File: config.mk
export PLATFORM = sky130hd
export DESIGN_NAME = add_accum_unit
export DESIGN_NICKNAME = d
export VERILOG_FILES = /design/src/rtl/add_accum_pkg.sv /design/src/rtl/add_accum_alu.sv /design/src/rtl/add_accum_unit.sv
export SDC_FILE = /design/constraint.sdc
export NUM_CORES = 1
export LEC_CHECK = 0
export CORE_MARGIN = 2
export CORE_UTILIZATION = 47
export DETAILED_ROUTE_END_ITERATION = 6
export PLACE_DENSITY_LB_ADDON = 0.3
export SLEW_MARGIN = 20
export SYNTH_ARGS = -nofsm -noshare
export SYNTH_HDL_FRONTEND = slang
export SYNTH_SLANG_ARGS = --single-unit
export TNS_END_PERCENT = 50
File: constraint.sdc
create_clock -name clk -period 2.6 [get_ports clk]
set_input_delay 0.65 -clock clk [delete_from_list [all_inputs] [get_ports clk]]
set_output_delay 0.65 -clock clk [all_outputs]
set_load 0.01 [all_outputs]
File: src/rtl/add_accum_pkg.sv
// Shared opcode definitions for the add/subtract/accumulate unit.
package add_accum_pkg;

    localparam int OP_W = 2;

    typedef enum logic [OP_W-1:0] {
        OP_ADD = 2'd0,
        OP_SUB = 2'd1,
        OP_ACC = 2'd2,
        OP_CLR = 2'd3
    } op_e;

endpackage

File: src/rtl/add_accum_alu.sv
// Combinational datapath: computes result, overflow/borrow flag and the
// accumulator value that a beat in S1 would leave behind once it reaches S2.
module add_accum_alu
    import add_accum_pkg::*;
#(
    parameter int WIDTH     = 4,
    parameter int ACC_WIDTH = 8
) (
    input  logic [WIDTH-1:0]     a,
    input  logic [WIDTH-1:0]     b,
    input  op_e                  op,
    input  logic                 sat,
    input  logic [ACC_WIDTH-1:0] acc,
    output logic [ACC_WIDTH-1:0] result,
    output logic                 flag,
    output logic [ACC_WIDTH-1:0] acc_next
);

    localparam int AW1 = ACC_WIDTH + 1;

    logic [WIDTH+1:0]   add_sum_s;
    logic [WIDTH:0]     sub_diff_s;
    logic [ACC_WIDTH:0] acc_sum_s;

    // Widened sums so carry/borrow fall out as the top bit.
    always_comb begin
        add_sum_s  = {2'b00, a} + {2'b00, b};
        sub_diff_s = {1'b0, a} - {1'b0, b};
        acc_sum_s  = {1'b0, acc} + AW1'(a) + AW1'(b);
    end

    always_comb begin
        result   = {ACC_WIDTH{1'b0}};
        flag     = 1'b0;
        acc_next = acc;
        case (op)
            OP_ADD: begin
                result = ACC_WIDTH'(add_sum_s[WIDTH:0]);
                flag   = add_sum_s[WIDTH+1];
            end
            OP_SUB: begin
                flag = sub_diff_s[WIDTH];
                if (sub_diff_s[WIDTH] && sat) begin
                    result = {ACC_WIDTH{1'b0}};
                end else begin
                    result = ACC_WIDTH'(sub_diff_s[WIDTH-1:0]);
                end
            end
            OP_ACC: begin
                flag = acc_sum_s[ACC_WIDTH];
                if (acc_sum_s[ACC_WIDTH] && sat) begin
                    acc_next = {ACC_WIDTH{1'b1}};
                end else begin
                    acc_next = acc_sum_s[ACC_WIDTH-1:0];
                end
                result = acc_next;
            end
            OP_CLR: begin
                acc_next = {ACC_WIDTH{1'b0}};
            end
            default: begin
                result   = {ACC_WIDTH{1'b0}};
                flag     = 1'b0;
                acc_next = acc;
            end
        endcase
    end

endmodule

File: src/rtl/add_accum_unit.sv
// Two-stage valid/ready arithmetic pipeline: S1 holds operands, S2 holds the
// computed result; the accumulator commits on the edge S2 captures a beat.
module add_accum_unit
    import add_accum_pkg::*;
#(
    parameter int WIDTH     = 4,
    parameter int ACC_WIDTH = 8,
    parameter int CNT_WIDTH = 8
) (
    input  logic                 clk,
    input  logic                 reset,
    input  logic                 in_valid,
    output logic                 in_ready,
    input  logic [WIDTH-1:0]     in_a,
    input  logic [WIDTH-1:0]     in_b,
    input  logic [OP_W-1:0]      in_op,
    input  logic                 in_sat,
    output logic                 out_valid,
    input  logic                 out_ready,
    output logic [ACC_WIDTH-1:0] out_result,
    output logic                 out_flag,
    output logic [ACC_WIDTH-1:0] acc_value,
    output logic [CNT_WIDTH-1:0] op_count
);

    logic                 s1_valid_q, s1_valid_d;
    logic [WIDTH-1:0]     a_q, a_d;
    logic [WIDTH-1:0]     b_q, b_d;
    op_e                  op_q, op_d;
    logic                 sat_q, sat_d;
    logic                 s2_valid_q, s2_valid_d;
    logic [ACC_WIDTH-1:0] result_q, result_d;
    logic                 flag_q, flag_d;
    logic [ACC_WIDTH-1:0] acc_q, acc_d;
    logic [CNT_WIDTH-1:0] cnt_q, cnt_d;

    logic                 s2_adv_s;
    logic                 in_ready_s;
    logic                 accept_s;
    logic                 retire_s;
    logic [ACC_WIDTH-1:0] alu_result_s;
    logic                 alu_flag_s;
    logic [ACC_WIDTH-1:0] alu_acc_next_s;

    add_accum_alu #(
        .WIDTH     (WIDTH),
        .ACC_WIDTH (ACC_WIDTH)
    ) u_alu (
        .a        (a_q),
        .b        (b_q),
        .op       (op_q),
        .sat      (sat_q),
        .acc      (acc_q),
        .result   (alu_result_s),
        .flag     (alu_flag_s),
        .acc_next (alu_acc_next_s)
    );

    // in_ready depends only on registers and out_ready, never on in_valid.
    always_comb begin
        s2_adv_s   = s1_valid_q && (!s2_valid_q || out_ready);
        in_ready_s = !s1_valid_q || s2_adv_s;
        accept_s   = in_valid && in_ready_s;
        retire_s   = s2_valid_q && out_ready;
    end

    always_comb begin
        s1_valid_d = s1_valid_q;
        a_d        = a_q;
        b_d        = b_q;
        op_d       = op_q;
        sat_d      = sat_q;
        if (accept_s) begin
            s1_valid_d = 1'b1;
            a_d        = in_a;
            b_d        = in_b;
            op_d       = op_e'(in_op);
            sat_d      = in_sat;
        end else if (s2_adv_s) begin
            s1_valid_d = 1'b0;
        end else begin
            s1_valid_d = s1_valid_q;
        end
    end

    // ALU reads acc_q, which already holds the previous ACC beat's update.
    always_comb begin
        s2_valid_d = s2_valid_q;
        result_d   = result_q;
        flag_d     = flag_q;
        acc_d      = acc_q;
        if (s2_adv_s) begin
            s2_valid_d = 1'b1;
            result_d   = alu_result_s;
            flag_d     = alu_flag_s;
            acc_d      = alu_acc_next_s;
        end else if (out_ready) begin
            s2_valid_d = 1'b0;
        end else begin
            s2_valid_d = s2_valid_q;
        end
    end

    always_comb begin
        if (retire_s) begin
            cnt_d = cnt_q + {{(CNT_WIDTH-1){1'b0}}, 1'b1};
        end else begin
            cnt_d = cnt_q;
        end
    end

    always_ff @(posedge clk or posedge reset) begin
        if (reset) begin
            s1_valid_q <= 1'b0;
            a_q        <= {WIDTH{1'b0}};
            b_q        <= {WIDTH{1'b0}};
            op_q       <= OP_ADD;
            sat_q      <= 1'b0;
            s2_valid_q <= 1'b0;
            result_q   <= {ACC_WIDTH{1'b0}};
            flag_q     <= 1'b0;
            acc_q      <= {ACC_WIDTH{1'b0}};
            cnt_q      <= {CNT_WIDTH{1'b0}};
        end else begin
            s1_valid_q <= s1_valid_d;
            a_q        <= a_d;
            b_q        <= b_d;
            op_q       <= op_d;
            sat_q      <= sat_d;
            s2_valid_q <= s2_valid_d;
            result_q   <= result_d;
            flag_q     <= flag_d;
            acc_q      <= acc_d;
            cnt_q      <= cnt_d;
        end
    end

    assign in_ready   = in_ready_s;
    assign out_valid  = s2_valid_q;
    assign out_result = result_q;
    assign out_flag   = flag_q;
    assign acc_value  = acc_q;
    assign op_count   = cnt_q;

endmodule

==> flow_metrics.py, run 1 <==
metrics = {
    "placed_design": {
        "gp_congestion": 0.841,
        "dp_hpwl_um": 3680,
        "dp_cells": 323,
        "place_worst_setup_slack_ps": 10.6,
        "io_buffers": 41,
    },
    "synth": {
        "synth_area_um2": 2330,
        "synth_area_per_cell_um2": 10.8,
        "yosysWarnings": 0,
        "synth_cells": 215,
        "seq_area_frac_synth_pct": 40.8,
        "async_reset_ff_share_pct": 100,
        "synth_edf_count": 0,
        "yosysUniqueCellTypes": 52,
        "synth-main-ff-cell": "dfrtp_1",
        "synth_seq_cells": 38,
        "syn-num-nets": 254,
    },
    "routing": {
        "drc": 0,
        "route.met2.wl_um": 2170,
        "drt_iter0_drc": 92,
        "wire_per_inst_um": 14.2,
        "first_pass_iters": 4,
        "top_layer": "met4",
        "final_antenna_net_count": 0,
        "wl_met3_um": 175,
        "drt_wl_total_um": 4680,
        "avgViaCountPerCell": 5.07,
        "num_vias": 1672,
        "drt-met1-wl_um": 2250,
    },
    "die": {
        "rows": 25,
        "core_area_um2": 4750,
        "initial_utilization_pct": 49.1,
        "dieWidth_um": 74.4,
        "dieArea_um2": 5540,
        "io_pins": 42,
        "die_h_um": 74.4,
    },
    "sta": {
        "setup_slack_ps": 86.7,
        "clock_skew_ps": 12.2,
        "rsz0062_at_grt": "yes",
        "post-route-period-util_pct": 96.7,
        "worstMarginPinSlew_ps": 488,
        "setup_viol": 0,
        "relSlewSlack_pct": 67.4,
        "hold_viol_final": 0,
        "hold-worst-slack_ps": 473,
        "maxSlewViolCount": 0,
        "fin_tns_setup_ps": 0,
        "fin_crit_ps": 2510,
        "fmax_mhz": 398,
    },
    "setup_path": {
        "cp_max_fo": 6,
        "rr_worst_depth": 9,
        "start_kind": "flop",
        "worstPathArrival_ps": 2660,
        "crit_type": "flop to flop",
        "reg2reg_setup_slack_ps": 90,
        "required_ps": 2750,
        "critical_path.endpoint_type": "flop",
    },
    "layout": {
        "area_growth_pct": 25.4,
        "nNetsFinal": 302,
        "layout.cells.most_common_list": "clkdlybuf4s50_1 (41), dfrtp_1 (38), nand2_1 (20)",
        "drive_above_1_share_pct": 16.7,
        "layout_commonest_cell": "clkdlybuf4s50_1",
        "final_cells": 330,
        "fillerInstances": 426,
        "antenna_cells": 0,
    },
    "cts": {
        "clk_pin_slew_ps": 70,
        "cts_num_sinks": 38,
        "root_buffer": "clkbuf_8",
        "worstSkewPairLatency_ps": 290,
        "cts_buffer_depth": 2,
        "post-cts-setup-buffers": 0,
        "hold_buffers": 0,
        "cts_made_buffers": 5,
        "cts_tree": "yes",
        "htree_levels": 2,
    },
    "pwr": {
        "p_sw_share_pct": 37.9,
        "pwr-share-comb_pct": 50.1,
        "pwr-share-seq_pct": 35.1,
        "leakagePower_nw": 1.37,
        "vdd_ir_drop_max_mv": 0.470,
        "p_sw_w": 0.000973,
        "internal_power_w": 0.00159,
        "powerDensity_nw_per_um2": 878,
        "clock_power_share_pct": 14.8,
    },
    "min_path": {
        "holdPathStages": 2,
        "hold_class": "flop to flop",
    },
    "outcome": {
        "status": "finished clean",
    },
    "global_routing": {
        "antenna_found_initial": 0,
        "track_usage_pct": 19.4,
        "grt_max_degree": 39,
        "grt_pass1_vias": 1649,
        "grt_pass1_wl_um": 7980,
        "grt-ovfl-total": 0,
    },
    "flow_run": {
        "max_cap_violations": 0,
    },
}
==> power by group through the flow <==
| stage | sequential [W] | combinational, W | clock [W] |
|---|---|---|---|
| after floorplan | 0.000936 | 0.000777 | 0 |
| after global placement | 0.000907 | 0.00122 | 0 |
| after detailed placement | 0.000912 | 0.00126 | 0 |
| after CTS | 0.000902 | 0.00127 | 0.000396 |
| after global routing | 0.000929 | 0.00142 | 0.000414 |
| final | 0.000902 | 0.00129 | 0.000379 |
==> critical path: stages, from the launching register on <==
cell      delay [ps]
dfrtp_1          420
inv_1             80
fa_1             500
inv_1             70
ha_1             330
a211oi_2         270
o21bai_2         180
and2_4           230
o21ai_2          170
o311ai_1         130
==> synthesized netlist by cell type, types with 2 or more instances <==
cell	number	area [µm²]
and3_1	4	25.0
mux2_2	12	135
nand3_1	7	35.0
nor2b_1	2	12.5
dfrtp_1	38	951
nor2_1	8	30.0
xor2_1	6	52.6
nand4b_1	2	17.5
a21oi_1	7	35.0
a31oi_1	2	12.5
o21ai_2	4	35.0
o21ai_1	5	25.0
a221o_1	2	20.0
inv_1	19	71.3
o21ai_0	2	10.0
nand2_1	20	75.1
fa_1	7	140
a21o_1	5	37.5
xnor2_1	7	61.3
ha_1	17	213
buf_2	3	15.0
nand2b_1	3	18.8
nor3_1	4	20.0
==> layer usage <==
layer | vias to the layer above | track usage, %
li1 | 831 | -
met1 | 795 | 27.6
met2 | 37 | 29.4
met3 | 9 | 3.52
met4 | 0 | 7.94
met5 | - | 0
==> cells by family after synthesis <==
family | synth area share [%]
and+or+nand+nor | 15.2
muxes | 6.22
adders and majority gates | 15.1
AOI/OAI and AO/OA | 13.4
buffers and inverters | 4.35
DFF | 40.8
xor gates and xnor gates | 4.88
==> final cells by class <==
| type | instances | area, µm² | area share, % |
|---|---|---|---|
| multi-input combinational | 153 | 1290 | 44.2 |
| inverter | 19 | 71.3 | 2.44 |
| clock buffer | 7 | 76.3 | 2.61 |
| tap | 67 | 83.8 | 2.87 |
| sequential | 38 | 951 | 32.5 |
| timing repair buffer | 46 | 448 | 15.3 |
==> flip-flops by register name, indices dropped and copies added (netlist names), 2 cells and up <==
name,flops
out_result,8
acc_value,8
op_q,2
op_count,8
a_q,4
b_q,4
==> through the flow <==
| step | power (W) | cell area (µm²) | util [%] |
|---|---|---|---|
| after global routing | 0.00276 | 2920 | 61.5 |
| after detailed placement | 0.00217 | 2830 | 59.6 |
| final | 0.00257 | 2920 | 61.5 |
| after global placement | 0.00213 | 2830 | 59.6 |
| after CTS | 0.00257 | 2910 | 61.3 |
| after floorplan | 0.00171 | 2330 | - |
==> what timing repair did <==
action | in CTS | in global routing
setup endpoints to repair | 1 | 5
gates resized for setup | 1 | 3
pin swaps | 0 | 0
endpoints found under the hold margin | 0 | 0
==> final timing paths <==
| kind | to | start |
|---|---|---|
| max in group asynchronous | out_result[2]$_DFFE_PP0P_ | reset |
| setup reg to reg | out_result[2]$_DFFE_PP0P_ | a_q[2]$_DFFE_PP0P_ |
| min in group asynchronous | out_result[0]$_DFFE_PP0P_ | reset |
| hold / removal | out_result[7]$_DFFE_PP0P_ | out_result[7]$_DFFE_PP0P_ |
| hold reg to reg | out_result[7]$_DFFE_PP0P_ | out_result[7]$_DFFE_PP0P_ |
| setup / recovery | out_result[2]$_DFFE_PP0P_ | a_q[2]$_DFFE_PP0P_ |
Note: power is estimated with default switching activity, not from simulation.
==> run 2, diff against run 1 <==
--- a/config.mk
+++ b/config.mk
@@ -6,11 +6,13 @@
 export NUM_CORES = 1
 export LEC_CHECK = 0
 export CORE_MARGIN = 2
-export CORE_UTILIZATION = 47
+export CORE_UTILIZATION = 48
 export DETAILED_ROUTE_END_ITERATION = 6
 export PLACE_DENSITY_LB_ADDON = 0.3
+export SETUP_SLACK_MARGIN = 0.15
 export SLEW_MARGIN = 20
 export SYNTH_ARGS = -nofsm -noshare
 export SYNTH_HDL_FRONTEND = slang
+export SYNTH_HIERARCHICAL = 1
 export SYNTH_SLANG_ARGS = --single-unit
 export TNS_END_PERCENT = 50
==> run 2 against run 1 <==
Clock-buffer cell count shrank 2. Worst setup slack lost 61 ps. Final area grew 13%. Synthesized cell count grew 4.7%. Final cell count grew 7.9%. Sequential cell count is the same. Total power grew 19%. First-iteration DRC count grew 11%. Combinational power grew 27%. Highest routed layer unchanged.
==> flow_metrics.py, run 2 <==
metrics = {
    "die": {
        "core_area_um2": 5110,
        "io_pins": 42,
        "dieWidth_um": 76.7,
        "die_h_um": 76.7,
        "dieArea_um2": 5890,
        "initial_utilization_pct": 49.7,
        "rows": 26,
    },
    "sta": {
        "fin_tns_setup_ps": 0,
        "setup_slack_ps": 26.1,
        "relSlewSlack_pct": 67.1,
        "worstMarginPinSlew_ps": 493,
        "hold_viol_final": 0,
        "post-route-period-util_pct": 99.0,
        "clock_skew_ps": 9.18,
        "setup_viol": 0,
        "fin_crit_ps": 2570,
        "maxSlewViolCount": 0,
        "rsz0062_at_grt": "yes",
        "hold-worst-slack_ps": 475,
        "fmax_mhz": 389,
    },
    "setup_path": {
        "start_kind": "flop",
        "worstPathArrival_ps": 2760,
        "cp_max_fo": 4,
        "timing.rr.start": "b_q[2]$_DFFE_PP0P_",
        "slowest_delay_ps": 590,
        "r2r_end": "acc_value[7]$_DFFE_PP0P_",
        "slowest_stage": "fa_1",
        "required_ps": 2790,
        "crit_type": "flop to flop",
        "rr_worst_depth": 9,
        "critical_path.endpoint_type": "flop",
        "reg2reg_setup_slack_ps": 30,
        "crit_chain": "fa_1 > inv_1 > fa_2 > nor2b_2 > o21ai_2 > a21oi_2 > and4_1 > nor3_1 > mux2_4",
    },
    "flow_run": {
        "max_cap_violations": 0,
    },
    "synth": {
        "syn-num-nets": 264,
        "yosysWarnings": 6,
        "synth-main-ff-cell": "dfrtp_1",
        "synth_cells": 225,
        "synth_common_cells": "dfrtp_1 (38), inv_1 (20), mux2_4 (20)",
        "synth_top_area_share_pct": 37.5,
        "synth_area_um2": 2540,
        "seq_area_frac_synth_pct": 37.5,
        "synth.most_common_cell": "dfrtp_1",
        "ys_top_cells_by_area": "dfrtp_1 (37%), mux2_4 (12%), ha_1 (8.4%), fa_1 (5.5%), mux2_2 (4.0%)",
        "synth_area_per_cell_um2": 11.3,
        "synth_edf_count": 0,
        "async_reset_ff_share_pct": 100,
        "yosys.area.top_type": "dfrtp_1",
        "synth_seq_cells": 38,
        "yosysUniqueCellTypes": 46,
    },
    "routing": {
        "wire_per_inst_um": 15.1,
        "avgViaCountPerCell": 5.26,
        "num_vias": 1871,
        "drt_wl_total_um": 5380,
        "drc": 0,
        "first_pass_iters": 6,
        "final_antenna_net_count": 0,
        "drt_iter0_drc": 102,
    },
    "placed_design": {
        "io_buffers": 41,
        "dp_cells": 344,
        "place_worst_setup_slack_ps": 19.0,
        "gp_congestion": 0.849,
        "dp_hpwl_um": 3820,
    },
    "global_routing": {
        "track_usage_pct": 18.1,
        "grt-ovfl-total": 0,
        "grt_pass1_wl_um": 8480,
        "antenna_found_initial": 0,
        "grt_max_degree": 39,
        "grt_pass1_vias": 1784,
    },
    "pwr": {
        "powerDensity_nw_per_um2": 927,
        "leakagePower_nw": 1.55,
        "vdd_ir_drop_max_mv": 0.590,
    },
    "min_path": {
        "holdPathStages": 1,
        "worstHoldStart": "op_count[7]$_DFFE_PP0P_",
        "min_to": "op_count[7]$_DFFE_PP0P_",
        "hold_class": "flop to flop",
    },
    "layout": {
        "fillerInstances": 430,
        "nNetsFinal": 324,
        "drive_above_1_share_pct": 30.1,
        "layout.cells.most_common_list": "clkdlybuf4s50_1 (40), dfrtp_1 (36), mux2_4 (22)",
        "final_cells": 356,
        "area_growth_pct": 30.2,
        "multi_input_area_um2": 1530,
        "final-seq-area_um2": 953,
        "layout_commonest_cell": "clkdlybuf4s50_1",
        "antenna_cells": 0,
    },
    "cts": {
        "worstSkewPairLatency_ps": 300,
        "cts_made_buffers": 5,
        "root_buffer": "clkbuf_8",
        "clk_pin_slew_ps": 80,
        "cts_num_sinks": 38,
        "cts_buffer_depth": 2,
        "hold_buffers": 0,
        "cts_tree": "yes",
        "htree_levels": 2,
    },
    "outcome": {
        "status": "finished clean",
    },
}
[run 2: cell types whose count changed after synthesis, sizes merged, moves of 3 or more]
| cell | change |
|---|---|
| a21oi | +7 |
| nand3 | -4 |
| o21ai | -4 |
| mux2 | +17 |
| nand2b | -3 |
| nand2 | -5 |
[run 2: critical path: cells and delay by family (launching register included)]
kind            cells  cell delay, ps
flops               1             450
buf+inv             1              70
fa+ha+maj           2            1010
mux                 1             260
simple gates        3             400
compound gates      2             280
[run 2: worst max path at each step]
| stage | startpoint | end | slack [ps] | cells past startpoint |
|---|---|---|---|---|
| floorplan | a_q[1]$_DFFE_PP0P_ | acc_value[7]$_DFFE_PP0P_ | 140 | 10 |
| global placement | a_q[3]$_DFFE_PP0P_ | out_result[1]$_DFFE_PP0P_ | 40 | 9 |
| detailed placement | a_q[3]$_DFFE_PP0P_ | out_result[1]$_DFFE_PP0P_ | 20 | 9 |
| CTS | b_q[1]$_DFFE_PP0P_ | acc_value[7]$_DFFE_PP0P_ | 80 | 10 |
| global route | b_q[2]$_DFFE_PP0P_ | acc_value[7]$_DFFE_PP0P_ | -70 | 9 |
| finish | b_q[2]$_DFFE_PP0P_ | acc_value[7]$_DFFE_PP0P_ | 30 | 9 |
[run 2: logic make-up (layout without fill, tap and decap cells)]
family / Yosys count / after routing / share of synthesized area (%)
AND/OR/NAND/NOR: 55 / 55 / 12.3
AO/OA/AOI/OAI: 38 / 38 / 9.51
flip-flops: 38 / 38 / 37.5
multiplexers: 30 / 30 / 16.2
buffers and inverters: 26 / 87 / 5.77
adder cells (fa/ha/maj): 24 / 24 / 13.9
XOR/XNOR: 14 / 14 / 4.83
[run 2: power by group]
part | switching [W] | internal, W
registers | 0.000175 | 0.000753
clock network | 0.000214 | 0.000282
logic | 0.000737 | 0.000901
[run 2: metrics by stage]
stage | utilization (%) | cell area [µm²] | power [W]
4_1_cts | 62.6 | 3200 | 0.00291
3_5_place_dp | 60.3 | 3080 | 0.00238
6_report | 64.7 | 3300 | 0.00306
2_1_floorplan | - | 2550 | 0.00184
3_3_place_gp | 60.3 | 3080 | 0.00234
5_1_grt | 64.7 | 3300 | 0.00328
[run 2: layout make-up]
class | count | share of cell area [%]
timing repair buffer | 59 | 16.7
sequential | 38 | 28.9
inverter | 20 | 2.27
tap | 70 | 2.65
multi-input combinational | 161 | 46.2
clock buffer | 5 | 2.08
clock inverter | 3 | 1.21
[run 2: per-layer routing]
layer	track usage, %	vias up	share of wire (%)
li1	-	888	-
met1	24.1	917	45
met2	29.3	53	48
met3	3.88	13	4.3
met4	6.00	0	2.2
met5	0	-	0
[run 2: what timing repair did]
item	in CTS	in global routing
setup buffers	0	4
gates resized for setup	4	21
endpoints found under the setup margin	11	17
pin swaps	2	10
==> run 3, diff against run 2 <==
--- a/config.mk
+++ b/config.mk
@@ -6,9 +6,10 @@
 export NUM_CORES = 1
 export LEC_CHECK = 0
 export CORE_MARGIN = 2
-export CORE_UTILIZATION = 48
+export CORE_UTILIZATION = 57
 export DETAILED_ROUTE_END_ITERATION = 6
-export PLACE_DENSITY_LB_ADDON = 0.3
+export DONT_BUFFER_PORTS = 1
+export PLACE_DENSITY = 0.75
 export SETUP_SLACK_MARGIN = 0.15
 export SLEW_MARGIN = 20
 export SYNTH_ARGS = -nofsm -noshare
==> run 3 against run 2 <==
Worst setup slack got worse by 11 ps. Sequential power rose by 6.4%. Final area down 13%. Clock skew fell by 2.0 ps. Critical path type unchanged. Critical endpoint unchanged. Largest cell class unchanged. Largest power group unchanged.
==> flow_metrics.py, run 3 (same netlist as run 2, synthesis figures left out) <==
metrics = {
    "sta": {
        "fin_tns_setup_ps": 0,
        "post-route-period-util_pct": 99.4,
        "hold_viol_final": 0,
        "fmax_mhz": 387,
        "setup_slack_ps": 14.8,
        "maxSlewViolCount": 0,
        "rsz0062_at_grt": "yes",
        "worstMarginPinSlew_ps": 570,
        "relSlewSlack_pct": 61.9,
        "fin_crit_ps": 2590,
        "setup_viol": 0,
        "clock_skew_ps": 7.20,
    },
    "layout": {
        "final_area_um2": 2860,
        "layout.cells.most_common_list": "dfrtp_1 (36), mux2_4 (22), inv_1 (19)",
        "fillerInstances": 323,
        "antenna_cells": 0,
        "nNetsFinal": 279,
        "area_growth_pct": 12.7,
        "fin_util_pct": 66.2,
        "drive_above_1_share_pct": 32.9,
        "layout_commonest_cell": "dfrtp_1",
    },
    "setup_path": {
        "start_kind": "flop",
        "crit_chain": "fa_1 > ha_2 > inv_2 > fa_2 > nor2b_2 > o21ai_2 > a21oi_2 > and4_1 > nor3_1 > mux2_2",
        "critical_path.endpoint_type": "flop",
        "cp_max_fo": 3,
        "slowest_delay_ps": 550,
        "required_ps": 2780,
        "slowest_stage": "fa_1",
        "worstPathArrival_ps": 2760,
        "crit_type": "flop to flop",
    },
    "pwr": {
        "powerDensity_nw_per_um2": 990,
        "leakagePower_nw": 1.38,
        "vdd_ir_drop_max_mv": 0.523,
    },
    "cts": {
        "root_buffer": "clkbuf_8",
        "cts_tree": "yes",
        "clk_pin_slew_ps": 80,
        "worstSkewPairLatency_ps": 290,
        "hold_buffers": 0,
        "cts_made_buffers": 5,
        "cts_num_sinks": 38,
        "cts_buffer_depth": 2,
        "htree_levels": 2,
    },
    "routing": {
        "num_vias": 1685,
        "drt_wl_total_um": 4980,
        "final_antenna_net_count": 0,
        "drt_iter0_drc": 148,
        "first_pass_iters": 4,
        "wire_per_inst_um": 17.1,
        "avgViaCountPerCell": 5.77,
        "drc": 0,
    },
    "die": {
        "die_h_um": 70.7,
        "dieArea_um2": 5000,
        "core_area_um2": 4320,
        "initial_utilization_pct": 58.7,
        "dieWidth_um": 70.7,
        "io_pins": 42,
        "rows": 24,
    },
    "global_routing": {
        "top_usage_layer": "met2",
        "use_met3_pct": 5.70,
        "track_usage_pct": 20.4,
        "grt_pass1_vias": 1627,
        "antenna_found_initial": 0,
        "use_met2_pct": 32.1,
        "grt_pass1_wl_um": 8060,
        "grt-ovfl-total": 0,
        "use_met1_pct": 27.3,
        "grt_max_degree": 26,
    },
    "placed_design": {
        "dpl-instance-area_um2": 2620,
        "place_worst_setup_slack_ps": -42.6,
        "dp_hpwl_um": 3680,
        "gp_congestion": 0.958,
        "io_buffers": 0,
    },
    "min_path": {
        "hold_class": "input pin to asynchronous set/reset pin",
    },
    "flow_run": {
        "max_cap_violations": 0,
    },
    "outcome": {
        "status": "finished clean",
    },
}
-- run 3: cell count changes in the layout (fill, tap and decap cells not counted), sizes merged --
| cell | change |
|---|---|
| clkdlybuf4s50 | -40 |
| buf | -4 |
| clkinv | -2 |
| clkbuf | +1 |
| dlymetal6s2s | -1 |
-- run 3: metal layers --
metal | share of wire [%] | routed length, µm | vias to the layer above
met3 | 4.1 | 206 | 8
met5 | 0 | 0 | -
met1 | 47 | 2350 | 834
met4 | 1.5 | 73 | 0
met2 | 47 | 2350 | 44
li1 | - | - | 799
-- run 3: worst max-delay path, delay by kind of cell (launching register included) --
kind                     cells  cell delay [ps]
flip-flops                   1              400
AND/OR/NAND/NOR              3              390
multiplexers                 1              260
adder cells (fa/ha/maj)      3             1100
AO/OA/AOI/OAI                2              280
buffers and inverters        1               40
-- run 3: what timing repair did --
action	CTS	global route
resized for setup	7	16
endpoints found under the setup margin	15	16
buffers inserted	3	3
pin swaps	5	6
gates cloned	0	0
-- run 3: per-stage QoR --
step	hold slack (ps)	std cells	total power, W
2_1_floorplan	504	225	0.00184
3_3_place_gp	524	279	0.00206
3_5_place_dp	523	279	0.00210
4_1_cts	306	289	0.00268
5_1_grt	337	292	0.00302
6_report	296	292	0.00283
-- run 3: power by group --
group	leakage, nW	total, W	internal, W	switching, W
Combinational	0.844	0.00134	0.000680	0.000656
Clock	0.0573	0.000511	0.000307	0.000204
Sequential	0.475	0.000987	0.000753	0.000234
Total	1.38	0.00283	0.00174	0.00109
-- run 3: layout make-up --
| class | instances | area [µm²] | area share (%) |
|---|---|---|---|
| clock buffer | 6 | 82.6 | 2.89 |
| sequential | 38 | 953 | 33.3 |
| multi-input combinational | 161 | 1530 | 53.6 |
| tap | 52 | 65.1 | 2.27 |
| timing repair buffer | 14 | 121 | 4.24 |
| clock inverter | 1 | 30.0 | 1.05 |
| inverter | 20 | 75.1 | 2.62 |
-- run 3: path summary, 6_finish.rpt --
path                                    startpoint  depth (start not counted)  slack, ps                        to
max reg2reg                     b_q[1]$_DFFE_PP0P_                         10         10  acc_value[7]$_DFFE_PP0P_
min reg2reg                op_count[7]$_DFFE_PP0P_                          1        540   op_count[7]$_DFFE_PP0P_
min in group clk                          in_valid                          1        460    s1_valid_q$_DFFE_PP0P_
max in group asynchronous                    reset                          2       1770        a_q[2]$_DFFE_PP0P_
min                                          reset                          1        300  acc_value[5]$_DFFE_PP0P_
max                             b_q[1]$_DFFE_PP0P_                         10         10  acc_value[7]$_DFFE_PP0P_
==> patch: new RTL, config.mk and constraints of run 2 <==
`WIDTH` is set to 4 in 2 places; all go to 5.
--- a/src/rtl/add_accum_alu.sv
+++ b/src/rtl/add_accum_alu.sv
@@ -4,5 +4,5 @@
     import add_accum_pkg::*;
 #(
-    parameter int WIDTH     = 4,
+    parameter int WIDTH     = 5,
     parameter int ACC_WIDTH = 8
 ) (
--- a/src/rtl/add_accum_unit.sv
+++ b/src/rtl/add_accum_unit.sv
@@ -4,5 +4,5 @@
     import add_accum_pkg::*;
 #(
-    parameter int WIDTH     = 4,
+    parameter int WIDTH     = 5,
     parameter int ACC_WIDTH = 8,
     parameter int CNT_WIDTH = 8
Interface: changed (resized in_a and in_b); port bits go from 42 to 44. No check against the original RTL was run, so the function may have changed too.
==> patch against run 2 <==
  * Sequential power rose by 5.8%
  * Via count rose by 11%
  * Final area rose by 8.1%
  * Final cell count rose by 7.0%
  * Sequential share of layout area fell by 0.77 points
  * Clock skew fell by 3.2 ps
  * Worst hold slack improved by 13 ps
  * First-iteration DRC count rose by 58%
  * Total power rose by 14%
  * Worst setup slack improved by 5.5 ps
  * Sequential cell count rose by 2
  * Wire length rose by 13%
  * Synthesized area rose by 8.4%
  * Largest cell class unchanged
==> patch: results (changes against run 2) <==
* Status: completed
* Library cells used by synthesis at 50 (+8.7%)
* Port bufs at 43 (+4.9%)
* Met2 Track Usage GR at 0.326 (+0.0331)
* PostCTS Resize Cnt at 12 (+8)
* R2R depth at 8 (-1)
* Logic power comb at 2.05 mW (+25%)
* Min Hold Slack at 488 ps (+13.3 ps)
* Post-synth top cells: 40 x dfrtp_1, 21 x inv_1, 20 x ha_1, 20 x mux2_4, 17 x nand2_1
* First-pass GRT wire length at 9950 microns (+17%)
* Share of layout cells above drive strength 1 at 0.285 (-0.0159)
* Met3 usage at 0.0464 (+0.00756)
* Drt pass-1 iters at 4 (-2)
* Syn_area_per_cell at 11.2 sq um (-0.83%)
* Slew HR at 0.499 (-0.172)
* DP Area at 3300 sq um (+7.2%)
* Vias/cell at 5.47 (+4.1%)
* WL per Instance at 15.9 microns (+5.3%)
* Met1 Use GR at 0.262 (+0.0209)
* Clock share of power at 0.130 (-0.032)
* Pre-CTS WS at 4.59 ps (-14.4 ps)
* Top post-synthesis cells by area: dfrtp_1 36%, mux2_4 11%, ha_1 9.1%, fa_1 5.8%, mux2_2 4.9%
* Hold EP: op_count[7]$_DFFE_PP0P_
* Initial DRC count at 161 (+58%)
* Post-CTS setup buffers at 4 (+4)
* Sequential-to-total area share from yosys stat at 0.364 (-0.0109)
* Mux cell area share after synthesis at 0.158 (-0.00397)
* Syn_nets at 291 (+10%)
* Compound-Gate Fraction of Synth Area at 0.122 (+0.0272)
* Switching share of power at 0.391 (+0.0231)
* Peak VDD IR at 0.516 mV (-13%)
* Leakage at 1.68 nW (+8.7%)
* R2R Path Start: a_q[2]$_DFFE_PP0P_
* Largest net degree at the start of global routing at 24 (-38%)
* Total chip power at 3.49 mW (+14%)
* Layout Skew at 5.97 ps (-3.21 ps)
* Post-Synth Adder-Cell Area at 0.149 (+0.0101)
* Gpl congestion at 0.852 (+0.37%)
* HPWL after DPL at 4370 microns (+14%)
* DP Cell Count at 364 (+5.8%)
* Nets at 353 (+9.0%)
-- patch: cell types whose count changed after synthesis, moves of 2 or more --
cell | before | now
o21ai_0 | 6 | 8
a211oi_1 | 1 | 3
dfrtp_1 | 38 | 40
mux2_2 | 9 | 12
nor3b_1 | 2 | 0
a21oi_1 | 15 | 11
nand2b_1 | 0 | 4
o21a_1 | 2 | 0
ha_1 | 17 | 20
nand2_1 | 15 | 17
a31oi_1 | 1 | 4
nand4_1 | 2 | 4
a21oi_2 | 0 | 3
a22oi_1 | 0 | 3
-- patch: worst max-delay path by stage --
stage	start	endpoint	slack, ps	cells past startpoint
floorplan	a_q[1]$_DFFE_PP0P_	out_result[5]$_DFFE_PP0P_	140	8
global route	b_q[2]$_DFFE_PP0P_	out_result[7]$_DFFE_PP0P_	-60	9
CTS	acc_value[1]$_DFFE_PP0P_	out_result[5]$_DFFE_PP0P_	60	8
finish	a_q[2]$_DFFE_PP0P_	out_result[1]$_DFFE_PP0P_	30	8
detailed placement	a_q[2]$_DFFE_PP0P_	out_result[3]$_DFFE_PP0P_	5	8
global placement	a_q[2]$_DFFE_PP0P_	out_result[4]$_DFFE_PP0P_	60	8
-- patch: routing by layer --
layer / routed length [microns] / vias to the layer above
met4: 162 / 0
met5: 0 / -
met1: 2710 / 1020
li1: - / 971
met3: 297 / 15
met2: 2890 / 79
-- patch: final cells by class --
type / instances / area (sq um)
tap: 72 / 90.1
inverter: 22 / 82.6
clock buffer: 6 / 82.6
clock inverter: 2 / 15.0
multi-input combinational: 176 / 1700
sequential: 40 / 1000
timing repair buffer: 63 / 596
fill: 433 / 1930
-- patch: worst max-delay path: stages, from the launching register on --
cell and delay (ps):
dfrtp_2 450, fa_1 480, ha_1 290, a21o_1 150, nand4_1 240, a21oi_2 270, nand4_1 210, a31oi_1 250
mux2_4 180
